### config.mk
export PLATFORM = sky130hd
export DESIGN_NAME = srl_pipe_ctrl
export DESIGN_NICKNAME = d
export VERILOG_FILES = /design/src/rtl/srl_pipe_ctrl.sv
export SDC_FILE = /design/constraint.sdc
export NUM_CORES = 1
export LEC_CHECK = 0
export BUFFER_PORTS_ARGS = -buffer_cell sky130_fd_sc_hd__buf_2
export CAP_MARGIN = 20
export CORE_MARGIN = 2
export CORE_UTILIZATION = 29
export CTS_CLUSTER_SIZE = 8
export DETAILED_ROUTE_END_ITERATION = 7
export GPL_TIMING_DRIVEN = 0
export PLACE_DENSITY = 0.59
export SLEW_MARGIN = 25
export SYNTH_ARGS = -nofsm -noshare
export SYNTH_HDL_FRONTEND = slang
export SYNTH_SLANG_ARGS = --single-unit
### constraint.sdc
create_clock -name clk -period 2.8 [get_ports clk]
set_clock_uncertainty 0.05 [all_clocks]
set_input_delay 0.56 -clock clk [delete_from_list [all_inputs] [get_ports clk]]
set_output_delay 0.56 -clock clk [all_outputs]
set_load 0.005 [all_outputs]
### src/rtl/srl_pipe_ctrl.sv
// rtl/srl_pipe_ctrl.sv - ready/valid flow-control sequencer for an SRL_bus delay line
// Tracks a shadow valid bit per stage and provides flush/abort sequencing.
module srl_pipe_ctrl #(
  parameter int C_CLOCK_CYCLES = 4,
  parameter int C_CNT_WIDTH    = $clog2(C_CLOCK_CYCLES + 1)
) (
  input  logic                   clk,
  input  logic                   rst,
  input  logic                   in_valid,
  output logic                   in_ready,
  output logic                   out_valid,
  input  logic                   out_ready,
  input  logic                   flush,
  input  logic                   abort,
  output logic                   flush_done,
  output logic                   busy,
  output logic [C_CNT_WIDTH-1:0] occupancy,
  output logic                   srl_ce,
  output logic                   srl_rst
);

  typedef enum logic [1:0] {
    ST_CLEAR = 2'd0,
    ST_RUN   = 2'd1,
    ST_FLUSH = 2'd2
  } state_t;

  localparam logic [C_CNT_WIDTH-1:0] CNT_ONE = C_CNT_WIDTH'(1);

  state_t                     state_q, state_d;
  logic [C_CLOCK_CYCLES-1:0]  vld_sr_q, vld_sr_d;
  logic [C_CNT_WIDTH-1:0]     occupancy_q, occupancy_d;
  logic                       flush_done_q, flush_done_d;
  logic                       busy_q, busy_d;
  logic                       accept;
  logic                       consume;

  // A stalled output word freezes the whole line, so ce is a single global enable.
  assign out_valid  = vld_sr_q[C_CLOCK_CYCLES-1];
  assign srl_ce     = (~out_valid | out_ready) & (state_q != ST_CLEAR);
  assign in_ready   = srl_ce & (state_q == ST_RUN);
  assign srl_rst    = (state_q == ST_CLEAR);
  assign accept     = in_valid & in_ready;
  assign consume    = out_valid & out_ready;
  assign occupancy  = occupancy_q;
  assign busy       = busy_q;
  assign flush_done = flush_done_q;

  always_comb begin
    state_d      = state_q;
    vld_sr_d     = vld_sr_q;
    occupancy_d  = occupancy_q;
    flush_done_d = 1'b0;

    if (srl_ce) begin
      vld_sr_d = {vld_sr_q[C_CLOCK_CYCLES-2:0], accept};
    end

    if (accept && !consume) begin
      occupancy_d = occupancy_q + CNT_ONE;
    end else if (!accept && consume) begin
      occupancy_d = occupancy_q - CNT_ONE;
    end

    case (state_q)
      ST_CLEAR: begin
        vld_sr_d    = '0;
        occupancy_d = '0;
        state_d     = ST_RUN;
      end
      ST_RUN: begin
        if (flush) begin
          state_d = ST_FLUSH;
        end
      end
      ST_FLUSH: begin
        // Drain completes on the cycle the last valid word leaves the line.
        if (occupancy_d == '0) begin
          state_d      = ST_RUN;
          flush_done_d = 1'b1;
        end
      end
      default: begin
        state_d = ST_CLEAR;
      end
    endcase

    // Abort discards even a word handshaken in this same cycle.
    if (abort) begin
      state_d      = ST_CLEAR;
      vld_sr_d     = '0;
      occupancy_d  = '0;
      flush_done_d = 1'b0;
    end

    busy_d = (state_d != ST_RUN) || (occupancy_d != '0);
  end

  always_ff @(posedge clk or negedge rst) begin
    if (!rst) begin
      state_q      <= ST_CLEAR;
      vld_sr_q     <= '0;
      occupancy_q  <= '0;
      flush_done_q <= 1'b0;
      busy_q       <= 1'b1;
    end else begin
      state_q      <= state_d;
      vld_sr_q     <= vld_sr_d;
      occupancy_q  <= occupancy_d;
      flush_done_q <= flush_done_d;
      busy_q       <= busy_d;
    end
  end

endmodule

Word level (Yosys, flattened, before mapping)
Cells that the tools add are included.
{"block": "op_classes", "add_sub_neg": 2, "shift": 0, "multipliers": 0, "n_div": 0, "mux": 14, "n_eq_ne": 3, "n_lt_le_gt_ge": 0, "bitwise": 6, "n_reduce_logical": 10}
{"operator": "$mux 3", "n": 4}
{"operator": "$mux 4", "n": 3}
{"operator": "$mux 2", "n": 3}
{"operator": "$pmux 2 s3", "n": 1}
{"operator": "$reduce_bool 3->1", "n": 2}
{"operator": "$and 1x1->1", "n": 4}
{"operator": "$add 3x1->3 const B", "n": 1}
{"operator": "$logic_not 3->1", "n": 1}
{"operator": "$mux 1", "n": 3}
{"operator": "$sub 3x1->3 const B", "n": 1}
{"operator": "$eq 2x1->1 const B", "n": 1}
{"operator": "$eq 2x2->1 const B", "n": 1}
{"operator": "$logic_and 1x1->1", "n": 2}
{"operator": "$logic_not 1->1", "n": 2}
{"operator": "$logic_not 2->1", "n": 1}
{"operator": "$ne 2x1->1 const B", "n": 1}
{"operator": "$reduce_bool 2->1", "n": 1}
{"operator": "$logic_or 1x1->1", "n": 1}
{"operator": "$not 1->1", "n": 1}
{"operator": "$or 1x1->1", "n": 1}
{"block": "totals", "elab_cells": 40, "ramBits": 0, "latch_bits": 0, "n_memories": 0, "mem_bits_ro": 0, "output_inout_bits": 9, "inputBits": 6, "reg_bits": 11}

Longest topological paths before layout
Gate-level depths: netlist of the first run.
{"block": "logic_depth", "ltp_word": 15, "ltp_mapped": 7, "depth_no_buf": 7}

Worst setup path after synthesis of the first run
Ideal clock, no wire load.
{"block": "synth_path", "path_kind": "register -> register", "start": "register occupancy_q[0], in the netlist occupancy[0]", "end": "register state_q[1]", "stages_incl_launch_ff": 6, "path_buffers": 0, "arrival_ns": 1.434, "synth_period_minus_slack_ns": 1.611, "setup_ns": 0.127, "t_required_ns": 2.623, "path_slack_ns": 1.189, "cell_sequence": "dfrtp_1 -> inv_1 -> ha_1 -> o31ai_1 -> o221a_2 -> o32ai_2"}
{"block": "synth_via", "elab_chain_cells": 7, "elab_cells_between_ends": 8, "cone_classes": "add/sub (2); mux (5); reduce/logical (1)"}
{"element": "from (decl)", "line": "32", "text": "logic [C_CNT_WIDTH-1:0] occupancy_q, occupancy_d;"}
{"element": "from (signal assigned)", "line": "109", "text": "occupancy_q <= occupancy_d;"}
{"element": "$sub 3x1->3", "line": "62", "text": "occupancy_d = occupancy_q - CNT_ONE;"}
{"element": "$mux 3", "line": "61", "text": "end else if (!accept && consume) begin"}
{"element": "$mux 3 *", "line": "59", "text": "if (accept && !consume) begin"}
{"element": "$logic_not 3->1 *", "line": "78", "text": "if (occupancy_d == '0) begin"}
{"element": "$mux 2 *", "line": "78"}
{"element": "$pmux 2 s3 *", "line": "65", "text": "case (state_q)"}
{"element": "$mux 2 *", "line": "89", "text": "if (abort) begin"}
{"element": "via state_d[1]", "line": "30", "text": "state_t state_q, state_d;"}
{"element": "to (signal assigned)", "line": "107", "text": "state_q <= state_d;"}
{"element": "to (decl)", "line": "30"}
Mark *: on every way through the listed nets, which the timed path passes. The rest lies on a longest branch.
A chain may end at the register's enable or synchronous reset.

Worst setup path after layout of the first run
{"block": "layout_path", "start": "register vld_sr_q[3]", "end": "output port in_ready"}
{"block": "layout_via", "elab_chain_cells": 4}
{"element": "from (decl)", "line": "31", "text": "logic [C_CLOCK_CYCLES-1:0] vld_sr_q, vld_sr_d;"}
{"element": "from (signal assigned)", "line": "108", "text": "vld_sr_q <= vld_sr_d;"}
{"element": "$not 1->1", "line": "40", "text": "assign srl_ce = (~out_valid | out_ready) & (state_q != ST_CLEAR);"}
{"element": "$or 1x1->1", "line": "40"}
{"element": "$and 1x1->1", "line": "40"}
{"element": "$and 1x1->1", "line": "41", "text": "assign in_ready = srl_ce & (state_q == ST_RUN);"}
{"element": "to (decl)", "line": "10", "text": "output logic in_ready,"}
No other way between the ends.

==> results_dict.tcl, run 1 <==
set metrics [dict create \
    hold_violations 0 \
    synthDistinctLibCells 34 \
    wl_per_cell_um 11.04 \
    cts_buffer_depth 2 \
    drive_above_1_share_pct 36.14 \
    slew_headroom_pct 74.13 \
    ctsResizeCount 0 \
    ir_worst_vdd_mv 0.1600 \
    insertion_delay_ns 0.27 \
    syn-num-nets 73 \
    gp_congestion 0.6815 \
    grt_max_degree 12 \
    ys_seq_area_share_pct 42.91 \
    cts_hold_buf 0 \
    antenna_found_initial 0 \
    use_met2_pct 18.83 \
    nets 92 \
    grt_pass1_wl_mm 2.228 \
    final_common_cell "buf_2" \
    p_leak_nw 0.3693 \
    tightest_slew_ns 0.3866 \
    wirelength_mm 1.225 \
    grt_busiest_layer "met2" \
    area_delta_synth_final_pct 20.39 \
    crit_path_start_kind "register" \
    use_met1_pct 13.60 \
    cp-end-kind "primary output" \
    chipHeight_um 51.14 \
    port_buffers 14 \
    ant_nets 0 \
    syn_inst 65 \
    grt_usage_pct 11.85 \
    finalCritPeriodShare_pct 73.38 \
    synthTopCellsByArea "dfrtp_1 39%, nor2_1 8.2%, dfstp_2 4.1%, ha_1 3.9%, mux2i_1 3.1%" \
    netlist_area_um2 644.4 \
    cap_violations 0 \
    grt_setup_unrepaired "false" \
    boundaryPins 15 \
    drc_errors 0 \
    grtUsageMet3_pct 4.386 \
    avgSynthCellArea_um2 9.913 \
    worst-endpoint-arrival_ns 1.44 \
    initial_core_util_pct 29.99 \
    hpwl_um 913.2 \
    cts_sinks 11 \
    tns_ns 0 \
    cts_max_level 1 \
    required_ns 2.19 \
    vias 513 \
    post-cts-setup-buffers 0 \
    cellPowerDensity_nw_per_um2 471.6 \
    clk_pin_slew_ns 0.07 \
    dieArea_um2 2615 \
    synth_top_cell_by_area "dfrtp_1" \
    via_per_inst 4.622 \
    slew_viol_final 0 \
    fmax_mhz 486.7 \
    status "finished clean" \
    cts_tree "yes" \
    die_w_um 51.14 \
    yosysWarnings 0 \
    totalPowerFinal_mw 0.3658 \
    synth_top_area_share_pct 38.83 \
    grt_pass1_vias 506 \
    setup_viol 0 \
    drt_pass1_iterations 4 \
    post-route-min-period_ns 2.055 \
    path_max_fanout 10 \
    critPathKind "reg2out" \
    core_area_um2 2148 \
    grt-ovfl-total 0 \
    final_cell_mix "15 x buf_2, 14 x nor2_1, 10 x dfrtp_1" \
    drtIter0Drc 7 \
    hold_class "in2async" \
    num_antenna_cells 0 \
    rows 17 \
    synth_seq_cells 11 \
    cts_made_buffers 3 \
    cts_root_buffer "clkbuf_4" \
]
critical path: stages, from the launching register on:
cell	delay, ns
dfrtp_1	0.35
buf_2	0.20
nor2b_1	0.15
clkbuf_1	0.27
nor2_1	0.08
buf_2	0.13
Yosys cell counts:
library cell	count
and3_4	1
mux2_2	1
nand3_1	3
o21a_1	1
nand3b_4	1
xnor2_1	1
or3b_2	1
clkbuf_1	2
o21ai_2	1
o32ai_2	1
a31oi_1	1
nor2_1	14
nand2_1	1
or2_2	1
a21boi_1	1
or2b_1	1
mux2i_2	1
inv_1	4
dfrtp_1	10
nor3_1	1
nand2_2	1
a21oi_1	1
dfstp_2	1
buf_2	1
o221a_2	1
o221ai_1	1
nor2b_1	1
mux2i_1	2
xnor2_2	1
a211oi_1	1
nand2b_1	1
ha_1	2
o21ai_0	2
o31ai_1	1
power breakdown:
part / switching, mW / internal (mW) / total (mW)
sequential: 0.00676 / 0.168 / 0.174
combinational: 0.0447 / 0.0389 / 0.0836
clock: 0.0527 / 0.0552 / 0.108
per-stage QoR:
step	util [%]	setup slack [ns]	area (um2)	hold slack, ns	std cells
final	36.11	0.7455	775.7	0.09869	111
after CTS	36.11	0.7173	775.7	0.09335	111
after global placement	34.89	0.9070	749.5	0.3873	107
after global routing	36.11	0.5677	775.7	0.08671	111
after floorplan	-	1.189	644.4	0.2144	65
after detailed placement	34.89	0.8977	749.5	0.3931	107
cell type report:
type                       count  area (um2)
fill                         231        1373
multi-input combinational     47       340.3
sequential                    11       276.5
timing repair buffer          14       70.07
tap                           28       35.03
clock buffer                   4       26.28
inverter                       4       15.01
buffer                         3       12.51
layer usage:
metal | up-vias | part of all wire (%)
met2 | 9 | 50
li1 | 259 | -
met4 | 0 | 0.98
met5 | - | 0
met3 | 2 | 4.2
met1 | 243 | 45
worst paths after layout:
| check | slack [ns] | depth (start not counted) | startpoint | end |
|---|---|---|---|---|
| worst max register to register | 1.06 | 5 | occupancy[0]$_DFF_PN0_ | state_q[1]$_DFF_PN0_ |
| worst max-delay path | 0.75 | 5 | vld_sr_q[3]$_DFFE_PN0P_ | in_ready |
| worst min-delay path | 0.1 | 1 | rst | flush_done$_DFF_PN0_ |
| worst min register to register | 0.48 | 2 | vld_sr_q[2]$_DFFE_PN0P_ | vld_sr_q[3]$_DFFE_PN0P_ |
| max in group asynchronous | 2.34 | 1 | rst | busy$_DFF_PN1_ |
| min in group clk | 0.47 | 2 | abort | vld_sr_q[0]$_DFFE_PN0P_ |
flip-flops by register name, indices dropped and copies added (netlist names):
signal	cells
flush_done	1
state_q	2
vld_sr_q	4
occupancy	3
busy	1
logic make-up (layout without fill, tap and decap cells):
family	Yosys count	count (layout)	synth area share (%)
simple gates	27	27	23.11
compound gates	12	12	14.95
flops	11	11	42.91
buf+inv	7	25	4.271
mux	4	4	6.990
fa+ha+maj	2	2	3.883
xor+xnor	2	2	3.884
Power figures use the tool's default switching activity.
==> run 2: changes to the inputs <==
- clock period: 2.8 -> 1.95 ns (I/O delays scaled with it)
==> run 2 against run 1 <==
Compared with the run above: count of clock-buffer cells in the layout unchanged; final cell count up 0.90%; via count up 0.78%; die area unchanged; register-to-register slack worse by 0.85 ns; worst hold slack better by 0.20 ns; critical path depth unchanged; setup slack worse by 0.57 ns; non-clock buffer count up 1; first-iteration DRC count unchanged; combinational power up 46%; sequential cell count unchanged.
==> results_dict.tcl, run 2 (synthesized netlist as in run 1, its figures left out) <==
set metrics [dict create \
    cp-end-kind "primary output" \
    cts_root_buffer "clkbuf_4" \
    area_delta_synth_final_pct 22.14 \
    cp_slowest_cell "dfrtp_1" \
    die_w_um 51.14 \
    critical-path-top-delay-family "buffers and inverters" \
    grt_setup_unrepaired "false" \
    p_switching_mw 0.1501 \
    fillCellCount 227 \
    fmax_mhz 562.3 \
    ir_worst_vdd_mv 0.2353 \
    slew_headroom_pct 73.98 \
    finalCritPeriodShare_pct 91.20 \
    grt_pass1_wl_mm 2.228 \
    totalPowerFinal_mw 0.5274 \
    largest_reg_flops 4 \
    r2r_cells 5 \
    cellPowerDensity_nw_per_um2 670.1 \
    drive_above_1_share_pct 36.90 \
    antenna_found_initial 0 \
    wirelength_mm 1.231 \
    grt_pass1_vias 506 \
    cap_violations 0 \
    gp_congestion 0.6815 \
    reg2reg_from "occupancy[0]$_DFF_PN0_" \
    path_buf_inv 3 \
    num_antenna_cells 0 \
    hpwl_um 913.2 \
    seqPwrFrac_pct 47.5 \
    largest_register "vld_sr_q" \
    boundaryPins 15 \
    ant_nets 0 \
    vias 517 \
    worst-endpoint-arrival_ns 1.34 \
    min_path_cells 2 \
    status "finished clean" \
    path_max_fanout 10 \
    cts_buffer_depth 2 \
    grt_max_degree 12 \
    path_cells "buf_2 > nor2b_1 > clkbuf_2 > nor2_1 > buf_2" \
    hold_class "in2reg" \
    multi_input_area_um2 340.3 \
    cts_max_level 1 \
    grt_usage_pct 11.85 \
    tns_ns 0 \
    cts_made_buffers 3 \
    dieArea_um2 2615 \
    pwr-share-clk_pct 29.4 \
    wl_per_cell_um 10.99 \
    cts_sinks 11 \
    port_buffers 14 \
    final_common_cell "buf_2" \
    comb_power_share_pct 23.1 \
    rows 17 \
    grt-ovfl-total 0 \
    max_stage_delay_ns 0.38 \
    chipHeight_um 51.14 \
    slew_viol_final 0 \
    insertion_delay_ns 0.27 \
    setup_viol 0 \
    critPathKind "reg2out" \
    tightest_slew_ns 0.3888 \
    whs_ns 0.2958 \
    nets 93 \
    crit_path_start_kind "register" \
    post-route-min-period_ns 1.778 \
    drtIter0Drc 7 \
    initial_core_util_pct 29.99 \
    via_per_inst 4.616 \
    layout.area.seq_um2 276.5 \
    cts_tree "yes" \
    final_cell_mix "15 x buf_2, 14 x nor2_1, 10 x dfrtp_1" \
    hold_start "abort" \
    p_sw_share_pct 28.46 \
    core_area_um2 2148 \
    clk_pin_slew_ns 0.07 \
    drc_errors 0 \
    required_ns 1.51 \
    hold_violations 0 \
    p_int_mw 0.3773 \
    p_leak_nw 0.3769 \
    setup.worst_path.start "vld_sr_q[3]$_DFFE_PN0P_" \
    cp.depth 5 \
    crit_top_cell "buf_2" \
    drt_pass1_iterations 4 \
]
[run 2: final timing paths]
kind                                           endpoint  slack, ns
worst max-delay path                           in_ready       0.17
worst min-delay path            vld_sr_q[0]$_DFFE_PN0P_       0.30
worst max register to register     state_q[1]$_DFF_PN0_       0.21
worst min register to register  vld_sr_q[3]$_DFFE_PN0P_       0.48
max in group asynchronous                busy$_DFF_PN1_       1.12
min in group asynchronous          flush_done$_DFF_PN0_       0.47
[run 2: per-stage QoR]
stage          setup slack, ns  std cells  utilization, %  instance area [um2]
2_1_floorplan           0.3391         65               -                644.4
3_3_place_gp            0.2438        107           34.89                749.5
3_5_place_dp            0.2209        107           34.89                749.5
4_1_cts                0.03733        112           36.58                785.8
5_1_grt                0.01448        112           36.63                787.0
6_report                0.1716        112           36.63                787.0
[run 2: area by class of cell]
class,count,area share (%)
flip-flops and latches,11,35.14
repair buffers,15,10.17
plain buffers,3,1.749
clock buffers,4,3.339
well taps,28,4.452
multi-input cells,47,43.24
inverters,4,1.908
[run 2: power by group through the flow]
stage                     combinational, mW  clock (mW)  sequential (mW)
after floorplan                      0.0817           0            0.254
after global placement                0.119           0            0.255
after detailed placement              0.121           0            0.255
after CTS                             0.123       0.167            0.251
after global routing                  0.139       0.184            0.252
final                                 0.122       0.155            0.250
[run 2: timing repair]
action                                  4_1_cts  5_1_grt
setup buffers                                 0        0
endpoints found under the hold margin        10        0
endpoints found under the setup margin        0        2
resized for setup                             0        2
hold buffers                                  1        0
[run 2: per-layer routing]
metal  routed length, um  global-route usage, %  vias up
met2                 616                  18.83        9
met3                  51                  4.386        2
met1                 551                  13.60      245
met4                  12                  6.757        0
met5                   0                      0        -
li1                    -                      -      261
==> run 3: changes to the inputs <==
- CAP_MARGIN: 20 -> 0
- RECOVER_POWER: not set -> 100
- REMOVE_ABC_BUFFERS: not set -> 1
==> run 3 against run 2 <==
Compared with the run above: clock power down 4%; setup slack worse by 0.0093 ns; register-to-register slack about the same; fmax down 0.52%.
==> results_dict.tcl, run 3 (synthesized netlist as in run 1, its figures left out) <==
set metrics [dict create \
    whs_ns 0.2869 \
    antenna_found_initial 0 \
    reg2reg_slack_ns 0.20 \
    grt_usage_pct 10.51 \
    nets 90 \
    pwr-share-clk_pct 29.3 \
    tightest_slew_ns 0.5855 \
    final_cell_mix "14 x nor2_1, 10 x dfrtp_1, 9 x buf_2" \
    boundaryPins 15 \
    fmax_mhz 559.4 \
    layout.cells.non_filler 109 \
    grt_pass1_wl_mm 2.028 \
    cp-end-kind "primary output" \
    cts_root_buffer "clkbuf_4" \
    cap_violations 0 \
    num_antenna_cells 0 \
    cellPowerDensity_nw_per_um2 676.1 \
    hold_start "abort" \
    dieArea_um2 2615 \
    cts_tree "yes" \
    max_stage_delay_ns 0.51 \
    largest_register "vld_sr_q" \
    core_area_um2 2148 \
    cts_max_level 1 \
    gp_congestion 0.7201 \
    ir_worst_vdd_mv 0.2447 \
    chipHeight_um 51.14 \
    die_w_um 51.14 \
    p_sw_share_pct 27.43 \
    cts_buffer_depth 2 \
    min_path_cells 2 \
    grt_pass1_vias 478 \
    layout.area.seq_um2 276.5 \
    worst-endpoint-arrival_ns 1.35 \
    clk_pin_slew_ns 0.07 \
    post-route-min-period_ns 1.788 \
    ant_nets 0 \
    reg2reg_from "occupancy[0]$_DFF_PN0_" \
    hold_violations 0 \
    path_cells "nor2b_2 > nor2_1 > clkbuf_1" \
    drt_pass1_iterations 2 \
    r2r-end "state_q[0]$_DFF_PN0_" \
    largest_reg_flops 4 \
    wl_per_cell_um 10.75 \
    hold_class "in2reg" \
    dp_cells 104 \
    drive_above_1_share_pct 28.40 \
    tns_ns 0 \
    crit_path_start_kind "register" \
    seqPwrFrac_pct 49.8 \
    multi_input_area_um2 327.8 \
    grt_max_degree 12 \
    status "finished clean" \
    area_delta_synth_final_pct 17.28 \
    rows 17 \
    p_switching_mw 0.1402 \
    final_core_util_pct 35.18 \
    cp_slowest_cell "dfrtp_1" \
    final_common_cell "nor2_1" \
    comb_power_share_pct 21.0 \
    post-cts-setup-buffers 0 \
    setup_viol 0 \
    fillCellCount 230 \
    cts_sinks 11 \
    p_int_mw 0.3708 \
    via_per_inst 4.495 \
    wirelength_mm 1.172 \
    critical-path-top-delay-family "flip-flops" \
    initial_core_util_pct 29.99 \
    path_max_fanout 11 \
    use_met2_pct 16.02 \
    critPathKind "reg2out" \
    path_buf_inv 1 \
    vias 490 \
    p_leak_nw 0.3535 \
    hpwl_um 895.5 \
    grt_setup_unrepaired "false" \
    slew_headroom_pct 60.97 \
    insertion_delay_ns 0.26 \
    grt-ovfl-total 0 \
    grtUsageMet3_pct 2.632 \
    cts_made_buffers 3 \
    port_buffers 14 \
    grt_busiest_layer "met2" \
    drtIter0Drc 4 \
    slew_viol_final 0 \
    r2r_cells 5 \
    use_met1_pct 13.64 \
    drc_errors 0 \
    finalCritPeriodShare_pct 91.68 \
    required_ns 1.51 \
    whs_endpoint "vld_sr_q[0]$_DFFE_PN0P_" \
]
==> run 3: area by class of cell <==
| type | count | share of cell area, % |
|---|---|---|
| Multi-Input combinational cell | 47 | 43.38 |
| Sequential cell | 11 | 36.59 |
| Timing Repair Buffer | 15 | 9.934 |
| Tap cell | 28 | 4.636 |
| Clock buffer | 4 | 3.477 |
| Inverter | 4 | 1.987 |
==> run 3: power groups by stage <==
stage                     combinational (mW)  clock (mW)  sequential (mW)
final                                  0.107       0.149            0.254
after detailed placement               0.114           0            0.259
after floorplan                       0.0767           0            0.257
after CTS                              0.116       0.157            0.254
after global routing                   0.122       0.167            0.256
after global placement                 0.114           0            0.258
==> run 3: through the flow <==
| stage | cell area [um2] | setup WS [ns] | power [mW] |
|---|---|---|---|
| after global placement | 737.0 | 0.2520 | 0.3715 |
| final | 755.7 | 0.1622 | 0.5109 |
| after CTS | 775.7 | 0.1336 | 0.5273 |
| after floorplan | 631.9 | 0.3389 | 0.3333 |
| after detailed placement | 737.0 | 0.2226 | 0.3729 |
| after global routing | 755.7 | 0.02911 | 0.5457 |
==> run 3: routing by layer <==
| metal | vias to the layer above | share of wire [%] |
|---|---|---|
| met5 | - | 0 |
| met4 | 0 | 0 |
| met3 | 0 | 5.2 |
| met2 | 9 | 45 |
| met1 | 222 | 49 |
| li1 | 259 | - |
==> run 3: how the worst max path moves through the flow <==
stage / endpoint / from / cells past startpoint / slack, ns
after floorplan: state_q[1]$_DFF_PN0_ / occupancy[0]$_DFF_PN0_ / 5 / 0.34
after global placement: state_q[1]$_DFF_PN0_ / occupancy[0]$_DFF_PN0_ / 5 / 0.25
after detailed placement: state_q[1]$_DFF_PN0_ / occupancy[0]$_DFF_PN0_ / 5 / 0.22
after CTS: in_ready / vld_sr_q[3]$_DFFE_PN0P_ / 3 / 0.13
after global routing: in_ready / vld_sr_q[3]$_DFFE_PN0P_ / 3 / 0.03
final: in_ready / vld_sr_q[3]$_DFFE_PN0P_ / 3 / 0.16
==> run 3: repair_timing <==
item	CTS	global route
setup endpoints to repair	1	0
endpoints found under the hold margin	10	0
hold buffers	1	0
resized for setup	1	0
==> run 3: worst reg2reg max path: cells and delay by family, from the launching register on <==
kind,cells,cell delay [ns]
compound gates,3,0.74
flops,1,0.43
buf+inv,1,0.11
fa+ha+maj,1,0.35
